==> config.mk <==
export PLATFORM = sky130hd
export DESIGN_NAME = enc16_4_seq
export DESIGN_NICKNAME = d
export VERILOG_FILES = /design/src/rtl/enc16_4_seq.sv
export SDC_FILE = /design/constraint.sdc
export NUM_CORES = 1
export LEC_CHECK = 0
export BUFFER_PORTS_ARGS = -buffer_cell sky130_fd_sc_hd__clkbuf_2
export CORE_AREA = 2 2 58 60
export CTS_BUF_LIST = sky130_fd_sc_hd__clkbuf_4 sky130_fd_sc_hd__clkbuf_8
export DETAILED_ROUTE_END_ITERATION = 12
export DIE_AREA = 0 0 60 62
export PLACE_DENSITY = 0.83
export SLEW_MARGIN = 10
export SYNTH_ARGS = -nofsm -noshare
export SYNTH_HDL_FRONTEND = slang
export SYNTH_SLANG_ARGS = --single-unit
==> constraint.sdc <==
create_clock -name clk -period 7.1 [get_ports clk]
set_clock_uncertainty 0.1 [all_clocks]
set_input_delay 1.775 -clock clk [delete_from_list [all_inputs] [get_ports clk]]
set_output_delay 1.775 -clock clk [all_outputs]
set_load 0.005 [all_outputs]
==> src/rtl/enc16_4_seq.sv <==
// Sequential 16-to-4 encoder: takes a 16-bit request vector and emits one index per set bit.
// Optional macro ENC16_MSB_FIRST_EN emits the highest index first instead of the lowest.
//
// state  | meaning
// -------+------------------------------------------------------------
// S_IDLE | waiting for a request vector, in_ready high
// S_SCAN | emitting indices of bits still in pend, out_valid high
module enc16_4_seq (
    input  logic        clk,
    input  logic        rst,
    input  logic        in_valid,
    output logic        in_ready,
    input  logic [15:0] in_vec,
    output logic        out_valid,
    input  logic        out_ready,
    output logic [3:0]  out_idx,
    output logic        out_last,
    output logic [4:0]  out_cnt,
    output logic        zero_drop
);

    typedef enum logic {
        S_IDLE = 1'b0,
        S_SCAN = 1'b1
    } state_t;

    state_t      state;
    state_t      state_nxt;
    logic [15:0] pend;
    logic [15:0] pend_nxt;
    logic [4:0]  cnt_nxt;
    logic        zd_nxt;
    logic [4:0]  vec_pop;

    always_comb begin
        vec_pop = '0;
        for (int i = 0; i < 16; i++) begin
            vec_pop = vec_pop + {4'd0, in_vec[i]};
        end
    end

    // Priority pick over pend; the last match in loop order wins.
    always_comb begin
        out_idx = '0;
`ifdef ENC16_MSB_FIRST_EN
        for (int i = 0; i < 16; i++) begin
            if (pend[i]) out_idx = 4'(i);
        end
`else
        for (int i = 15; i >= 0; i--) begin
            if (pend[i]) out_idx = 4'(i);
        end
`endif
    end

    assign out_last = (pend != 16'd0) && ((pend & (pend - 16'd1)) == 16'd0);

    always_comb begin
        state_nxt = state;
        pend_nxt  = pend;
        cnt_nxt   = out_cnt;
        zd_nxt    = 1'b0;
        in_ready  = 1'b0;
        out_valid = 1'b0;
        case (state)
            S_IDLE: begin
                in_ready = 1'b1;
                if (in_valid) begin
                    cnt_nxt = vec_pop;
                    if (in_vec == 16'd0) begin
                        zd_nxt = 1'b1;
                    end else begin
                        pend_nxt  = in_vec;
                        state_nxt = S_SCAN;
                    end
                end
            end
            S_SCAN: begin
                out_valid = 1'b1;
                if (out_ready) begin
                    pend_nxt = pend & ~(16'd1 << out_idx);
                    if (out_last) state_nxt = S_IDLE;
                end
            end
            default: begin
                state_nxt = S_IDLE;
                pend_nxt  = '0;
            end
        endcase
    end

    always_ff @(posedge clk) begin
        if (rst) begin
            state     <= S_IDLE;
            pend      <= '0;
            out_cnt   <= '0;
            zero_drop <= 1'b0;
        end else begin
            state     <= state_nxt;
            pend      <= pend_nxt;
            out_cnt   <= cnt_nxt;
            zero_drop <= zd_nxt;
        end
    end

endmodule
### Word-level counts from Yosys, hierarchy flattened

Index checks and enable logic that the tools add are counted.

| operators by class | value |
|---|---|
| add/sub/neg operators | 16 |
| equal/unequal tests | 3 |
| shift operators | 1 |
| mux-type cells | 28 |
| bitwise operators | 5 |
| reductions and logical operators | 7 |

Operators with widths:

| kind | number |
|---|---|
| 4-bit two-way mux | 16 |
| 5-bit by 1-bit adder with 5-bit output | 11 |
| 16-bit two-way mux | 3 |
| 16-bit bitwise AND | 2 |
| 16-bit logical NOT | 2 |
| 16-bit case mux with 2 select lines | 1 |
| 16-bit inverter | 1 |
| 16-bit nonzero test | 1 |
| 1-bit by 4-bit << shifter with 16-bit output (first input constant) | 1 |
| 16-bit by 1-bit subtractor with 16-bit output (second input constant) | 1 |
| 1-bit two-way mux | 7 |
| 2-bit != test (second input constant) | 3 |
| 4-bit by 1-bit adder with 5-bit output | 1 |
| 3-bit by 1-bit adder with 4-bit output | 1 |
| 2-bit by 1-bit adder with 3-bit output | 1 |
| 3-bit AND reduction | 1 |
| 3-bit OR reduction | 1 |
| 1-bit by 1-bit adder with 2-bit output | 1 |
| 1-bit inverter | 2 |
| 1-bit case mux with 2 select lines | 1 |
| 2-bit AND reduction | 1 |
| 1-bit logical AND | 1 |

| word-level totals | value |
|---|---|
| flip-flop bits (word level) | 23 |
| output and inout bits | 13 |

### Logic depth before layout (Yosys ltp)

| depth | value |
|---|---|
| depth after elaboration | 21 |
| mapped depth | 13 |

### Least setup slack after synthesis

No wires, ideal clock.

| path | value |
|---|---|
| path type | input to register |
| start point | in in_vec[0] |
| end point | reg out_cnt[2] |
| setup time | 0.132 ns |
| data arrival time | 4.669 ns |
| slack | 2.199 ns |
| stages | 13 |
| path through | fa_1 > inv_1 > fa_1 > fa_1 > fa_1 > inv_1 > ha_1 > inv_1 > fa_1 > nor2b_1 > nor2_1 > o21ai_0 > a21oi_1 |

| between the ends | value |
|---|---|
| word-level cells in the longest chain between the ends | 15 |

Ends and longest elaborated chain:

| what | line | source |
|---|---|---|
| start: declaration | 13 | `input logic [15:0] in_vec,` |
| 1-bit by 1-bit adder with 2-bit output | 38 | `vec_pop = vec_pop + {4'd0, in_vec[i]};` |
| 2-bit by 1-bit adder with 3-bit output | 38 |  |
| 3-bit by 1-bit adder with 4-bit output | 38 |  |
| 4-bit by 1-bit adder with 5-bit output | 38 |  |
| 5-bit by 1-bit adder with 5-bit output (11 in a row) | 38 |  |
| end signal: assignment | 101 | `out_cnt <= cnt_nxt;` |
| end: declaration | 18 | `output logic [4:0] out_cnt,` |

No other way between the ends.
A chain may end at the register's enable or synchronous reset.

### Worst setup path in the final report

Ends and elaborated chain as after synthesis.

==> out/metrics.csv <==
stage,metric,value,unit
outcome,outcome,finished clean,
place,PortBufs,32,
clock_tree,CTS sink cnt,23,
clock_tree,CTS Buffer Depth,2,
grt,global-route wire length before repair,7.61,mm
setup_path,reg2reg start,pend[5]$_SDFFE_PP0P_,
yosys,post-synthesis register bit count,23,
yosys,Synth Net Count,262,
drt,DRC,0,
pwr,pwr dens,225,nW/um^2
timing,Fin. Hold Viols,0,
yosys,synthesized instance count,226,
clock_tree,Skew-Pair Late Insertion Delay,0.30,ns
floorplan,full die area,3720,um^2
pwr,VDD IR max,0.171,mV
setup_path,crit-path max FO,3,
run,Max-Cap Viols,0,
pwr,leakage power,0.850,nW
drt,met2 WL,2.24,mm
drt,highest metal used,met4,
floorplan,Initial Util,0.566,
floorplan,Placeable Area,3180,um^2
drt,vias,1770,
yosys,sequential-to-total area share from yosys stat,0.256,
drt,WL met1,1.83,mm
yosys,Mean Syn Cell Area,7.96,um^2
drt,routed wl met3,318,um
timing,f_max,207,MHz
cells_and_area,Ant. Diodes,0,
drt,WL/cell,15.2,um
yosys,ys async rst share,0,
timing,setup violators final,0,
clock_tree,CTS buffer count,3,
drt,Via density,6.02,
yosys,Post-Syn Area,1800,um^2
clock_tree,CTS resizes,0,
cells_and_area,fraction of layout cells with a size suffix above 1,0.173,
clock_tree,CTS tree,yes,
timing,"Period Utilization, post-route",0.682,
setup_path,most frequent cell on the critical path,fa_1,
cells_and_area,utilization after layout,0.621,
place,Placed Area,1950,um^2
yosys,Most used DFF post-synth,dfxtp_1,
clock_tree,Root Driver,clkbuf_4,
yosys,largest area contributor in the netlist,dfxtp_1,
grt,largest net degree at the start of global routing,24,
setup_path,critical path required time,7.19,ns
grt,gr usage total,0.268,
cells_and_area,Layout area overhead,9.80,%
grt,vias in the first global route,1711,
place,Post-DP HPWL,3.54,mm
floorplan,Die Wd,60,um
setup_path,Arrival @ worst endpoint,4.93,ns
drt,post-route ant nets,0,
hold_path,HP Start,out_cnt[4]$_SDFFE_PP0P_,
timing,RSZ-0062 raised after global routing,false,
setup_path,crit path launch type,input pin,
drt,drt pass-1 iters,4,
setup_path,reg2reg setup slack,4.62,ns
setup_path,CP Cell Sequence,clkbuf_2 -> fa_1 -> inv_1 -> fa_1 -> fa_1 -> fa_1 -> inv_1 -> ha_1 -> inv_1 -> fa_1 -> nor2b_1 -> nor2_1 -> o21ai_0 -> a21oi_1,
setup_path,"delay-heaviest family, CP",adder cells,
clock_tree,# hold bufs at CTS,0,
pwr,total design power,0.000445,W
cells_and_area,Final nets,285,
yosys,Synth cell types,51,
grt,grt ovf,0,
drt,Total Wirelength,4.48,mm
timing,hold_ws,0.365,ns
yosys,number of enable flip-flop cells after synthesis,0,
setup_path,Worst setup startpoint,in_vec[0],
place,routability cong.,0.886,
yosys,post-synth top area share,0.256,
drt,initial DRC count,160,
setup_path,Buf/Inv on CP,4,
setup_path,Crit. End Element,register,
timing,Final TNS setup,0,ns
timing,max-slew violations,0,
cells_and_area,design area,1980,um^2
timing,worst rel slew slack,0.533,
floorplan,Die Ht,62,um
hold_path,HP Class,reg2reg,
clock_tree,"Reg clk slew, reported paths",0.12,ns
timing,worst slew pin tran,0.695,ns
yosys,Yosys Warn Count,0,
timing,min cycle time layout,4.84,ns
floorplan,Rows,21,
clock_tree,# Post-CTS Setup Buffers,0,
grt,initial antenna violation count,0,
yosys,top post-synthesis cells by area,"dfxtp_1 26%, fa_1 11%, a21oi_1 5.0%",
setup_path,CP Class,in2reg,
setup_path,CP peak stage delay,0.54,ns
setup_path,slowest stage cell on the critical path,fa_1,
floorplan,# IOs,33,
clock_tree,CTS H-tree lvls,1,
==> report_power, final <==
group	total (W)	internal (W)	switching, W
clock network	0.0000631	0.0000257	0.0000373
logic	0.000221	0.0000962	0.000124
registers	0.000161	0.000143	0.0000180
total	0.000445	0.000265	0.000180
==> metal layers <==
layer  GRT usage  vias to the layer above
met3      0.0228                       14
met2       0.450                       83
met4       0.108                        0
li1            -                      852
met5           0                        -
met1       0.358                      821
==> final timing paths <==
kind | end | cells past startpoint
hold reg to reg | out_cnt[4]$_SDFFE_PP0P_ | 2
hold / removal | out_cnt[4]$_SDFFE_PP0P_ | 2
setup / recovery | out_cnt[2]$_SDFFE_PP0P_ | 14
setup reg to reg | state$_SDFF_PP0_ | 6
==> cell families after synthesis <==
kind of cell	share of synthesized area
compound gates	0.234
xor+xnor	0.00487
fa+ha+maj	0.159
buf+inv	0.0918
flops	0.256
mux	0.0278
simple gates	0.227
==> synth_stat cells (all sizes together), types with 2 or more instances <==
master and count:
or2 3, o32ai 2, clkbuf 8, a21o 2, ha 6, mux2i 5
o211ai 4, o21ai 5, inv 24, nand3 4, nand2 24, fa 10
o311ai 4, o31ai 3, a21oi 18, nor4 7, a311oi 6, a221oi 2
buf 6, and2 2, nor2 22, nor2b 5, or4 4, a211oi 2
dfxtp 23, a31oi 2, nor3 8
==> registers in the layout, summed over array words and instances (netlist names) <==
name	cells
out_cnt	5
state	1
zero_drop	1
pend	16
==> worst min-delay path: stages, from the launching register on <==
cell     delay [ns]
dfxtp_1        0.33
nand2_1        0.05
a21oi_1        0.05
==> cells in the final DEF (no fill, tap or decap), drive strengths merged, types with 2 or more instances in the layout <==
master	Yosys	final
nor3	8	8
nand3	4	4
o21ai	5	5
ha	6	6
a211oi	2	2
nor4	7	7
o311ai	4	4
fa	10	10
and2	2	2
clkbuf	8	36
dfxtp	23	23
mux2i	5	5
o32ai	2	2
a221oi	2	2
nand2	24	24
o211ai	4	4
inv	24	24
or4	4	4
a21oi	18	18
nor2b	5	5
nor2	22	22
a21o	2	2
a311oi	6	6
or2	3	3
o31ai	3	3
a31oi	2	2
==> through the flow <==
step,std cells,setup slack [ns]
after floorplan,226,2.20
after global placement,290,1.96
after detailed placement,290,1.92
after CTS,294,2.26
after global routing,294,2.06
final,294,2.26
==> cell type report <==
type	count	area (um^2)
inverters	25	93.8
multi-input cells	164	1170
clock buffers	4	30.0
repair buffers	32	160
flip-flops and latches	23	460
fillers	295	1200
well taps	46	57.6
Note: power is estimated with default switching activity, not from simulation.
